$ cat src/rtl/game_pkg.sv
// rtl/game_pkg.sv - shared game types and screen constants
package game_pkg;

    typedef enum logic [1:0] {
        ST_IDLE     = 2'd0,
        ST_FLIGHT   = 2'd1,
        ST_COOLDOWN = 2'd2
    } state_t;

    localparam logic DIR_UP   = 1'b0;
    localparam logic DIR_DOWN = 1'b1;

    localparam int H_ORIGIN = 144;
    localparam int V_ORIGIN = 35;
    localparam int Y_MIN    = 35;
    localparam int Y_MAX    = 515;
    localparam int SHOT_X   = 464;

endpackage

$ cat src/rtl/rr_arbiter2.sv
// rtl/rr_arbiter2.sv - two-requester round-robin arbiter with advance enable
module rr_arbiter2 (
    input  logic clk,
    input  logic rst_n,
    input  logic req_a,
    input  logic req_b,
    input  logic advance,
    output logic gnt_a,
    output logic gnt_b
);

    // last_b_q set means b won last, so a wins the next contention
    logic last_b_q;
    logic last_b_d;

    always_comb begin
        gnt_a = req_a && (!req_b || last_b_q);
        gnt_b = req_b && (!req_a || !last_b_q);
        last_b_d = last_b_q;
        if (advance && gnt_a) begin
            last_b_d = 1'b0;
        end else if (advance && gnt_b) begin
            last_b_d = 1'b1;
        end
    end

    always_ff @(posedge clk or negedge rst_n) begin
        if (!rst_n) begin
            last_b_q <= 1'b1;
        end else begin
            last_b_q <= last_b_d;
        end
    end

endmodule

$ cat src/rtl/cannon_fire_scheduler.sv
// rtl/cannon_fire_scheduler.sv - shared-projectile scheduler for top/bottom cannons
// Optional macro CANNON_QUEUE_EN adds a one-deep pending flag per requester.
module cannon_fire_scheduler #(
    parameter int STEP           = 4,
    parameter int COOLDOWN_TICKS = 8,
    parameter int CD_W           = 4,
    parameter int TOP_START_Y    = 186,
    parameter int BOT_START_Y    = 366,
    parameter int Y_MIN          = game_pkg::Y_MIN,
    parameter int Y_MAX          = game_pkg::Y_MAX
) (
    input  logic       clk,
    input  logic       rst,
    input  logic       tick,
    input  logic       req_top,
    input  logic       req_bot,
    output logic       grant_top,
    output logic       grant_bot,
    output logic       shot_active,
    output logic       shot_dir,
    output logic [9:0] shot_y,
    output logic       busy
);
    import game_pkg::*;

    localparam logic [10:0]     UP_LIMIT   = 11'(Y_MIN + STEP);
    localparam logic [10:0]     DOWN_LIMIT = 11'(Y_MAX);
    localparam logic [10:0]     STEP11     = 11'(STEP);
    localparam logic [9:0]      TOP_Y0     = 10'(TOP_START_Y);
    localparam logic [9:0]      BOT_Y0     = 10'(BOT_START_Y);
    localparam logic [CD_W-1:0] CD_LOAD    = CD_W'(COOLDOWN_TICKS);
    localparam logic [CD_W-1:0] CD_ONE     = CD_W'(1);

    state_t          state_q, state_d;
    logic [CD_W-1:0] cd_q, cd_d;
    logic [9:0]      shot_y_q, shot_y_d;
    logic            shot_dir_q, shot_dir_d;
    logic            shot_active_q, shot_active_d;
    logic            grant_top_q, grant_top_d;
    logic            grant_bot_q, grant_bot_d;
    logic            busy_q, busy_d;

    logic        arb_req_top, arb_req_bot;
    logic        arb_gnt_top, arb_gnt_bot;
    logic        arb_advance;
    logic [10:0] y_ext, y_next;
    logic        shot_end;

`ifdef CANNON_QUEUE_EN
    logic pend_top_q, pend_top_d;
    logic pend_bot_q, pend_bot_d;
    logic req_top_prev_q, req_bot_prev_q;

    assign arb_req_top = req_top | pend_top_q;
    assign arb_req_bot = req_bot | pend_bot_q;

    // Only a fresh press while busy is remembered; a held level re-arbitrates anyway
    always_comb begin
        pend_top_d = pend_top_q;
        pend_bot_d = pend_bot_q;
        if (state_q != ST_IDLE && req_top && !req_top_prev_q) pend_top_d = 1'b1;
        if (state_q != ST_IDLE && req_bot && !req_bot_prev_q) pend_bot_d = 1'b1;
        if (arb_advance && arb_gnt_top) pend_top_d = 1'b0;
        if (arb_advance && arb_gnt_bot) pend_bot_d = 1'b0;
    end

    always_ff @(posedge clk or negedge rst) begin
        if (!rst) begin
            pend_top_q     <= 1'b0;
            pend_bot_q     <= 1'b0;
            req_top_prev_q <= 1'b0;
            req_bot_prev_q <= 1'b0;
        end else begin
            pend_top_q     <= pend_top_d;
            pend_bot_q     <= pend_bot_d;
            req_top_prev_q <= req_top;
            req_bot_prev_q <= req_bot;
        end
    end
`else
    assign arb_req_top = req_top;
    assign arb_req_bot = req_bot;
`endif

    rr_arbiter2 u_arb (
        .clk     (clk),
        .rst_n   (rst),
        .req_a   (arb_req_top),
        .req_b   (arb_req_bot),
        .advance (arb_advance),
        .gnt_a   (arb_gnt_top),
        .gnt_b   (arb_gnt_bot)
    );

    // 11-bit arithmetic keeps the down-shot sum from wrapping past 1023
    always_comb begin
        y_ext = {1'b0, shot_y_q};
        if (shot_dir_q == DIR_UP) begin
            shot_end = y_ext < UP_LIMIT;
            y_next   = y_ext - STEP11;
        end else begin
            shot_end = (y_ext + STEP11) > DOWN_LIMIT;
            y_next   = y_ext + STEP11;
        end
    end

    always_comb begin
        state_d       = state_q;
        cd_d          = cd_q;
        shot_y_d      = shot_y_q;
        shot_dir_d    = shot_dir_q;
        shot_active_d = shot_active_q;
        grant_top_d   = 1'b0;
        grant_bot_d   = 1'b0;
        arb_advance   = 1'b0;
        case (state_q)
            ST_IDLE: begin
                if (arb_gnt_top || arb_gnt_bot) begin
                    arb_advance   = 1'b1;
                    grant_top_d   = arb_gnt_top;
                    grant_bot_d   = arb_gnt_bot;
                    shot_y_d      = arb_gnt_top ? TOP_Y0 : BOT_Y0;
                    shot_dir_d    = arb_gnt_top ? DIR_UP : DIR_DOWN;
                    shot_active_d = 1'b1;
                    state_d       = ST_FLIGHT;
                end
            end
            ST_FLIGHT: begin
                if (tick) begin
                    if (shot_end) begin
                        shot_active_d = 1'b0;
                        if (COOLDOWN_TICKS > 0) begin
                            cd_d    = CD_LOAD;
                            state_d = ST_COOLDOWN;
                        end else begin
                            state_d = ST_IDLE;
                        end
                    end else begin
                        shot_y_d = y_next[9:0];
                    end
                end
            end
            ST_COOLDOWN: begin
                if (tick) begin
                    if (cd_q <= CD_ONE) begin
                        cd_d    = '0;
                        state_d = ST_IDLE;
                    end else begin
                        cd_d = cd_q - CD_ONE;
                    end
                end
            end
            default: state_d = ST_IDLE;
        endcase
        busy_d = (state_d != ST_IDLE);
    end

    always_ff @(posedge clk or negedge rst) begin
        if (!rst) begin
            state_q       <= ST_IDLE;
            cd_q          <= '0;
            shot_y_q      <= '0;
            shot_dir_q    <= 1'b0;
            shot_active_q <= 1'b0;
            grant_top_q   <= 1'b0;
            grant_bot_q   <= 1'b0;
            busy_q        <= 1'b0;
        end else begin
            state_q       <= state_d;
            cd_q          <= cd_d;
            shot_y_q      <= shot_y_d;
            shot_dir_q    <= shot_dir_d;
            shot_active_q <= shot_active_d;
            grant_top_q   <= grant_top_d;
            grant_bot_q   <= grant_bot_d;
            busy_q        <= busy_d;
        end
    end

    assign grant_top   = grant_top_q;
    assign grant_bot   = grant_bot_q;
    assign shot_active = shot_active_q;
    assign shot_dir    = shot_dir_q;
    assign shot_y      = shot_y_q;
    assign busy        = busy_q;

endmodule

$ cat config.mk
export PLATFORM = sky130hd
export DESIGN_NAME = cannon_fire_scheduler
export DESIGN_NICKNAME = d
export VERILOG_FILES = /design/src/rtl/game_pkg.sv /design/src/rtl/rr_arbiter2.sv /design/src/rtl/cannon_fire_scheduler.sv
export SDC_FILE = /design/constraint.sdc
export NUM_CORES = 1
export LEC_CHECK = 0
export ABC_AREA = 0
export BUFFER_PORTS_ARGS = -buffer_cell sky130_fd_sc_hd__buf_4
export CAP_MARGIN = 10
export CORE_MARGIN = 4
export CORE_UTILIZATION = 55
export DETAILED_ROUTE_END_ITERATION = 6
export PLACE_DENSITY_LB_ADDON = 0.08
export SLEW_MARGIN = 20
export SYNTH_ARGS = -nofsm -noshare
export SYNTH_HDL_FRONTEND = slang
export SYNTH_SLANG_ARGS = --single-unit
$ cat constraint.sdc
create_clock -name clk -period 3.3 [get_ports clk]
set_input_delay 0.66 -clock clk [delete_from_list [all_inputs] [get_ports clk]]
set_output_delay 0.66 -clock clk [all_outputs]
set_load 0.05 [all_outputs]
==> metrics.md, run 1 <==
| Metric | Value |
|---|---|
| Status | completed |
| Number of I/O port buffers | 18 |
| Maximum buffer depth of the clock tree | 2 |
| Leading area contributor after synthesis | dfrtp_1 |
| Cells after synthesis | 159 |
| # IOs | 20 |
| Worst path slowest cell | dfrtp_1 |
| Gpl congestion | 0.9377 |
| Total die area | ~3400 um^2 |
| Die X | 58.16 um |
| Multi-input gate area | between 700 and 800 um^2 |
| DRT Pass-1 Iters | 4 |
| Congestion Overflow GR | 0 |
| First-pass GRT wire length | roughly 5.6 mm |
| Drt wl/cell | 15.90 um |
| Worst Reg-to-Reg Cells | 7 |
| Mux share of post-synthesis cell area | less than 1% |
| Critical Path Fanout Max | 12 |
| Synth Warn # | 0 |
| Gr usage total | 21.37% |
| Post-Syn Area | 1384 um^2 |
| Clk root buf | clkbuf_4 |
| Max-slew violation count | 0 |
| Max-slew headroom | ~60% |
| Number of synthesized flops with an enable pin | 0 |
| Synth Area in XOR/XNOR | 1.266% |
| Setup bufs post-CTS | 0 |
| Required time of the critical path | 3520 ps |
| Final hold viol count | 0 |
| WL final | 3.196 mm |
| Critical path arrival | 2820 ps |
| Vias per inst | 6.458 |
| Crit start category | flip-flop |
| Clock Skews | roughly 9.6 ps |
| DRC | 0 |
| FMAX | 384.7 MHz |
| Simple-gate share of the synthesized area | a little under 30% |
| VDD IR max | 0.6631 mV |
| Static Leak | 0.6294 nW |
| Post-synth ARST share | between 90% and 100% |
| Sum Neg Setup Slack | 0 ps |
| Cell family with most CP delay | compound AO/OA/AOI/OAI gates |
| Crit Path Category | reg2reg |
| Hold crit path type | in2async |
| Worst Tran Pin Value | 598.8 ps |
| Main combinational cell family by area after synthesis | simple AND/OR/NAND/NOR gates |
| FILL cells | between 200 and 250 |
| Final net count | 183 |
| Starting Density | 60.24% |
| Final core occ | 66.29% |
| Largest net degree at the start of global routing | 22 |
| Net Count, Synth | 168 |
| Area share of the largest cell type after synthesis | 36.17% |
| Clock tree sinks | 21 |
| Period utilisation layout | 78.77% |
| Synth top area cells | dfrtp_1 36%, nand2_1 5.2%, nor2_1 4.3% |
| Vias in the first global route | 1233 |
| Register area | around 530 um^2 |
| H-tree Lvls | 1 |
| Final setup viols | 0 |
| WP depth | 7 |
| Most frequent cell after synthesis | dfrtp_1 |
| Top_reg_cell synth | dfrtp_1 |
| Placed Area | 1493 um^2 |
| Worst Slack Setup Final | 700.6 ps |
| Antenna-violating nets left | 0 |
| Total CTS buffers | 3 |
| Worst path buffer plus inverter count | 1 |
| Worst Setup End Kind | flip-flop |
| Worst skew pair latency | 320 ps |
| Area grow syn2layout | 10.04% |
| Share of layout cells above drive strength 1 | 17.34% |
| Min cycle time layout | 2599 ps |
| Via count | 1298 |
| Adder-Cell Fraction of Synth Area | 3.617% |
| Drt first-iter violations | 76 |
| Post-synthesis register bit count | 21 |
| Initial antenna violation count | 0 |
| Std-Cell Rows | 17 |
| Dpl ws | 704.2 ps |
| # hold bufs at CTS | 0 |
| TritonCTS clock tree | yes |
| Sequential share of the synthesized area | 38.07% |
| Post-synth cell types | 53 |
| Commonest cells in the netlist | 20 x dfrtp_1, 19 x nand2_1, 16 x nor2_1 |
| PwrDens | roughly 1100 nW/um^2 |
| Post-CTS sizing | 0 |
| Max Cap Violations | 0 |
| Mean post-synth cell area | 8.703 um^2 |
| Die H | 58.16 um |
| Worst path max stage delay | a little over 500 ps |
| CTS clk-pin slew, worst paths | 130 ps |
| Antenna diodes | 0 |
| Design area | 1523 um^2 |
| Core area | 2297 um^2 |
| Dpl hpwl | between 2 and 2.5 mm |
| RSZ-0062 raised after global routing | no |
| Crit-path cells | inv_1 -> ha_1 -> or2b_1 -> a2111oi_4 -> a21oi_2 -> or3_1 -> a311o_1 |
| Complex-gate fraction of the synthesized area | 20.16% |
flip-flops by register name (all words and copies together) (netlist names):
signal and flops:
shot_y 9, cd_q 4, state_q 2, busy 1, grant_bot 1, grant_top 1
shot_active 1, shot_dir 1, u_arb.last_b_q 1
routing by layer:
layer	track usage, %	vias to the layer above	wire (um)
li1	-	619	-
met1	27.26	618	1374
met2	35.97	51	1569
met3	4.009	10	183
met4	7.616	0	69
met5	0	-	0
stage by stage:
step,power (mW),cells,hold WS [ps]
2_1_floorplan,1.256,159,364.4
3_3_place_gp,1.443,197,450.8
3_5_place_dp,1.477,197,461.9
4_1_cts,1.609,201,204.1
5_1_grt,1.741,201,178.9
6_report,1.618,201,191.3
final cells by class:
cell class	instances	share of cell area [%]
Clock buffer	3	1.479
Inverter	6	1.479
Multi-Input combinational cell	124	50.78
Sequential cell	21	34.59
Clock inverter	1	0.4930
Timing Repair Buffer	18	8.874
Tap cell	28	2.301
report_power, final:
group | internal [mW] | leakage [nW] | switching (mW)
registers | 0.358 | 0.245 | 0.190
clock network | 0.0463 | 0.0139 | 0.0869
logic | 0.320 | 0.370 | 0.616
cell families after synthesis:
family / after synthesis
simple gates: 79
mux: 1
buf+inv: 14
other cells: 1
fa+ha+maj: 4
flops: 21
xor+xnor: 2
compound gates: 37
path summary, 6_finish.rpt:
kind	from	slack, ps	end
setup / recovery	shot_y[2]$_DFFE_PN0P_	700	shot_y[4]$_DFFE_PN0P_
hold / removal	rst	190	grant_top$_DFF_PN0_
setup reg to reg	shot_y[2]$_DFFE_PN0P_	700	shot_y[4]$_DFFE_PN0P_
hold reg to reg	u_arb.last_b_q$_DFFE_PN1P_	480	u_arb.last_b_q$_DFFE_PN1P_
max in group asynchronous	rst	2840	u_arb.last_b_q$_DFFE_PN1P_
min in group clk	u_arb.last_b_q$_DFFE_PN1P_	480	u_arb.last_b_q$_DFFE_PN1P_
cell usage in the layout, fill, tap and decap left out, types with 2 or more instances in the layout:
master,synthesis,layout
a211oi_1,3,3
a21oi_1,6,6
a311o_1,2,2
a31oi_1,3,3
a32oi_1,2,2
and2_1,2,2
buf_4,4,18
clkbuf_4,0,3
dfrtp_1,20,20
ha_1,4,4
inv_1,6,6
nand2_1,19,19
nand2b_1,5,5
nand3_1,6,6
nand4_1,2,2
nor2_1,16,16
nor2b_1,3,3
nor3_1,5,5
nor4_1,6,6
nor4b_1,2,2
o21ai_0,4,4
o21ai_1,3,3
or3_1,3,3
or4_1,2,2
Power figures use the tool's default switching activity.
==> run 2: changes to the inputs <==
==> constraint.sdc (replaced) <==
create_clock -name clk -period 2.7 [get_ports clk]
set_input_delay 0.54 -clock clk [delete_from_list [all_inputs] [get_ports clk]]
set_output_delay 0.54 -clock clk [all_outputs]
set_load 0.05 [all_outputs]
==> run 2 against run 1 <==
  * Maximum frequency increased by 2.4%
  * Combinational power increased by 30%
  * Total power increased by 23%
==> metrics.md, run 2 (synthesis gave the netlist of run 1 again) <==
| Metric | Value |
|---|---|
| # IOs | 20 |
| Worst path slowest cell | dfrtp_1 |
| Die X | 58.16 um |
| Worst path buffer plus inverter count | 1 |
| Starting Density | between 60% and 70% |
| Most common cell after layout, fill and taps aside | buf_4 |
| CTS clk-pin slew, worst paths | 120 ps |
| Worst Setup End Kind | flip-flop |
| Total die area | about 3400 um^2 |
| Clock tree sinks | 21 |
| Commonest cells after routing, fill and taps aside | 22 x buf_4, 20 x dfrtp_1, 19 x nand2_1 |
| Worst Tran Pin Value | 643.2 ps |
| Post-CTS sizing | 0 |
| Critical path arrival | 2730 ps |
| Vias in the first global route | 1248 |
| Critical Path Fanout Max | 12 |
| Gr usage total | 20.72% |
| Initial antenna violation count | 0 |
| Max-slew headroom | 56.67% |
| Congestion Overflow GR | 0 |
| Final hold viol count | 0 |
| Vias per inst | 6.302 |
| TritonCTS clock tree | yes |
| Total CTS buffers | 3 |
| WL final | 3.077 mm |
| Setup bufs post-CTS | 0 |
| Static Leak | 0.6520 nW |
| PwrDens | 1285 nW/um^2 |
| Via count | 1292 |
| Crit start category | flip-flop |
| # hold bufs at CTS | 0 |
| Max Cap Violations | 0 |
| Max reg flops | 9 |
| Largest net degree at the start of global routing | 22 |
| Final net count | 187 |
| Cell family with most CP delay | compound AO/OA/AOI/OAI gates |
| Final core occ | between 60% and 70% |
| Final setup viols | 0 |
| Drt first-iter violations | 65 |
| Hold crit path type | in2async |
| Crit-path cells | inv_1 -> ha_1 -> or2b_1 -> a2111oi_4 -> a21oi_2 -> or3_1 -> a311o_1 |
| FMAX | 394.0 MHz |
| Maximum buffer depth of the clock tree | 2 |
| First-pass GRT wire length | 5.582 mm |
| RSZ-0062 raised after global routing | no |
| Worst skew pair latency | 310 ps |
| DRT Pass-1 Iters | 5 |
| DRC | 0 |
| Gpl congestion | 0.9115 |
| Core area | 2297 um^2 |
| Share of layout cells above drive strength 1 | 19.21% |
| Clock Skews | ~6.3 ps |
| Status | completed |
| Worst path max stage delay | between 500 and 600 ps |
| Max-slew violation count | 0 |
| Std-Cell Rows | 17 |
| Area grow syn2layout | 12.03% |
| Period utilisation layout | 93.99% |
| Dpl hpwl | 2.381 mm |
| Sum Neg Setup Slack | 0 ps |
| VDD IR max | 0.7110 mV |
| Die H | about 58 um |
| H-tree Lvls | 1 |
| Drt wl/cell | roughly 15 um |
| Clk root buf | clkbuf_4 |
| Number of I/O port buffers | 18 |
| Min cycle time layout | between 2000 and 3000 ps |
| Antenna diodes | 0 |
| Antenna-violating nets left | 0 |
| Required time of the critical path | ~2900 ps |
| Crit Path Category | reg2reg |
run 2: area by class of cell:
class	count	area (um^2)
Clock buffer	3	22.52
Clock inverter	1	5.005
Fill cell	201	747.0
Inverter	6	22.52
Multi-Input combinational cell	124	773.2
Sequential cell	21	526.8
Tap cell	28	35.03
Timing Repair Buffer	22	165.2
run 2: worst paths after layout:
| kind | from | endpoint | slack [ps] | depth (start not counted) |
|---|---|---|---|---|
| max in group asynchronous | rst | u_arb.last_b_q$_DFFE_PN1P_ | 2350 | 1 |
| min in group clk | u_arb.last_b_q$_DFFE_PN1P_ | u_arb.last_b_q$_DFFE_PN1P_ | 480 | 2 |
| max | shot_y[3]$_DFFE_PN0P_ | shot_y[4]$_DFFE_PN0P_ | 160 | 7 |
| max reg2reg | shot_y[3]$_DFFE_PN0P_ | shot_y[4]$_DFFE_PN0P_ | 160 | 7 |
| min | rst | grant_bot$_DFF_PN0_ | 90 | 1 |
| min reg2reg | u_arb.last_b_q$_DFFE_PN1P_ | u_arb.last_b_q$_DFFE_PN1P_ | 480 | 2 |
run 2: stage by stage:
step           worst slack, ps  area [um^2]  total power [mW]  instances  hold WS (ps)
5_1_grt                  19.25         1550             2.155        205         99.07
2_1_floorplan            17.41         1384             1.535        159         244.4
3_3_place_gp             289.1         1523             1.806        201         434.5
4_1_cts                  161.1         1550             1.996        205         96.56
6_report                 162.2         1550             1.993        205         85.48
3_5_place_dp             196.5         1523             1.843        201         440.2
run 2: routing by layer:
| metal | share of wire, % | track usage [%] | wire [um] |
|---|---|---|---|
| met1 | 44 | 27.30 | 1342 |
| met2 | 49 | 35.16 | 1517 |
| met3 | 4.8 | 2.673 | 149 |
| met4 | 2.1 | 6.623 | 66 |
| met5 | 0 | 0 | 0 |
run 2: where the power goes:
| part | switching [mW] | leakage, nW | total, mW | internal (mW) |
|---|---|---|---|---|
| registers | 0.186 | 0.245 | 0.624 | 0.439 |
| clock network | 0.0962 | 0.0177 | 0.152 | 0.0553 |
| logic | 0.793 | 0.389 | 1.22 | 0.424 |
| total | 1.07 | 0.652 | 1.99 | 0.918 |
==> run 3: changes to the inputs <==
--- a/config.mk
+++ b/config.mk
@@ -7,9 +7,9 @@
 export LEC_CHECK = 0
 export ABC_AREA = 0
 export BUFFER_PORTS_ARGS = -buffer_cell sky130_fd_sc_hd__buf_4
-export CAP_MARGIN = 10
+export CAP_MARGIN = 20
 export CORE_MARGIN = 4
-export CORE_UTILIZATION = 55
+export CORE_UTILIZATION = 35
 export DETAILED_ROUTE_END_ITERATION = 6
 export PLACE_DENSITY_LB_ADDON = 0.08
 export SLEW_MARGIN = 20
==> run 3 against run 2 <==
  * Global-route usage is 7.0 points lower
  * Wire length is 3.0% higher
  * Clock skew is 1.4 ps lower
  * Non-clock buffer count is 2 lower
  * Sequential power is 0.6% higher
  * Sequential share of layout area is 0.62 points lower
  * Setup slack better by 62 ps
  * Clock power is 37% higher
  * Largest power group unchanged
==> metrics.md, run 3 (synthesis gave the netlist of run 1 again) <==
| Metric | Value |
|---|---|
| R2r startpoint | shot_y[3]$_DFFE_PN0P_ |
| Final net count | 185 |
| RSZ-0062 raised after global routing | no |
| PwrDens | 1280 nW/um^2 |
| Max-slew headroom | 54.89% |
| Die X | 70.88 um |
| Final hold viol count | 0 |
| Drt first-iter violations | 84 |
| Final setup viols | 0 |
| DRC | 0 |
| Crit start category | flip-flop |
| FILL cells | 400 |
| Number of I/O port buffers | 18 |
| CTS clk-pin slew, worst paths | around 80 ps |
| Congestion Overflow GR | 0 |
| Worst Setup End Kind | flip-flop |
| Setup bufs post-CTS | 0 |
| Share of layout cells above drive strength 1 | 18.29% |
| Total die area | 5024 um^2 |
| Core area | 3744 um^2 |
| Maximum buffer depth of the clock tree | 2 |
| Max Cap Violations | 0 |
| Initial antenna violation count | 0 |
| Starting Density | between 30% and 40% |
| Clock tree sinks | 21 |
| Sum Neg Setup Slack | 0 ps |
| Period utilisation layout | 91.71% |
| VDD IR max | 0.6670 mV |
| Worst path slowest cell | dfrtp_1 |
| Multi-input gate area | 773.2 um^2 |
| Final core occ | 42.18% |
| Max-slew violation count | 0 |
| Crit-path cells | inv_1 -> ha_1 -> or2b_1 -> a2111oi_4 -> a21oi_2 -> or3_1 -> a311o_1 |
| Area grow syn2layout | 14.10% |
| Die H | about 71 um |
| Worst skew pair latency | 260 ps |
| Worst path max stage delay | approximately 500 ps |
| Placed Area | 1533 um^2 |
| Min cycle time layout | 2476 ps |
| # hold bufs at CTS | 0 |
| Register area | 526.8 um^2 |
| R2R Path End | shot_y[4]$_DFFE_PN0P_ |
| Required time of the critical path | 2850 ps |
| Gpl congestion | 0.8117 |
| Hold crit path type | in2async |
| R2R Setup Slk | around 220 ps |
| Clk root buf | clkbuf_8 |
| Antenna-violating nets left | 0 |
| Drt wl/cell | 14.21 um |
| Antenna diodes | 0 |
| Crit Path Category | reg2reg |
| Static Leak | 0.6504 nW |
| Vias per inst | between 5 and 6 |
| Std-Cell Rows | 22 |
| TritonCTS clock tree | yes |
| Pwr Total | 2.021 mW |
| Post-CTS sizing | 0 |
| Worst Reg-to-Reg Cells | 7 |
| Design area | 1579 um^2 |
| Status | completed |
| First-pass GRT wire length | 5.727 mm |
| Worst Tran Pin Value | about 670 ps |
| Total CTS buffers | 3 |
| FMAX | approximately 400 MHz |
| WL final | 3.168 mm |
| Largest net degree at the start of global routing | 22 |
| Max reg flops | 9 |
| Gr usage total | roughly 14% |
| Dpl hpwl | 2.320 mm |
| Critical path arrival | 2630 ps |
| Clock Skews | 4.949 ps |
| Critical Path Fanout Max | 12 |
| DRT Pass-1 Iters | 4 |
| # IOs | 20 |
| Commonest cells after routing, fill and taps aside | 20 x dfrtp_1, 20 x buf_4, 19 x nand2_1 |
| H-tree Lvls | 1 |
| Crit path launch | shot_y[3]$_DFFE_PN0P_ |
| Via count | ~1200 |
| Vias in the first global route | 1225 |
| CP endpoint | shot_y[4]$_DFFE_PN0P_ |
run 3: cell count changes in the layout (fill, tap and decap cells not counted):
| cell | delta |
|---|---|
| clkbuf_8 | +3 |
| buf_4 | -2 |
| clkbuf_4 | -3 |
run 3: worst min-delay path by stage:
stage | from | endpoint | slack [ps] | depth (start not counted)
after floorplan | rst | busy$_DFF_PN0_ | 240 | 0
after global placement | rst | shot_y[1]$_DFFE_PN0P_ | 440 | 1
after detailed placement | rst | shot_y[1]$_DFFE_PN0P_ | 450 | 1
after CTS | rst | shot_y[1]$_DFFE_PN0P_ | 160 | 1
after global routing | rst | shot_y[1]$_DFFE_PN0P_ | 160 | 1
final | rst | shot_y[1]$_DFFE_PN0P_ | 150 | 1
run 3: metrics by stage:
step	hold slack (ps)	cells	worst slack [ps]
global placement	442.7	219	270.9
global route	163.9	223	68.49
detailed placement	448.8	219	210.7
CTS	156.4	223	211.6
finish	152.5	223	223.9
floorplan	244.4	159	17.41
run 3: layout make-up:
cell class | instances | area share (%)
repair buffers | 20 | 9.509
inverters | 6 | 1.426
flip-flops and latches | 21 | 33.36
well taps | 48 | 3.803
clock inverters | 1 | 0.3170
multi-input cells | 124 | 48.97
clock buffers | 3 | 2.615
run 3: layer usage:
layer | up-vias | GRT usage (%) | routed length (um)
met5 | - | 0 | 0
met4 | 0 | 3.758 | 23
li1 | 617 | - | -
met3 | 2 | 3.125 | 139
met1 | 559 | 18.43 | 1540
met2 | 28 | 22.35 | 1464
run 3: worst max-delay path: cells and delay by family, from the launching register on:
kind,cells,cell delay (ps)
AND/OR/NAND/NOR,2,650
flip-flops,1,490
buffers and inverters,1,70
AO/OA/AOI/OAI,3,850
adder cells (fa/ha/maj),1,300
run 3: report_power, final:
part / leakage [nW] / internal (mW) / switching [mW]
Combinational: 0.380 / 0.408 / 0.776
Clock: 0.0255 / 0.103 / 0.105
Sequential: 0.245 / 0.439 / 0.189
Total: 0.650 / 0.950 / 1.07
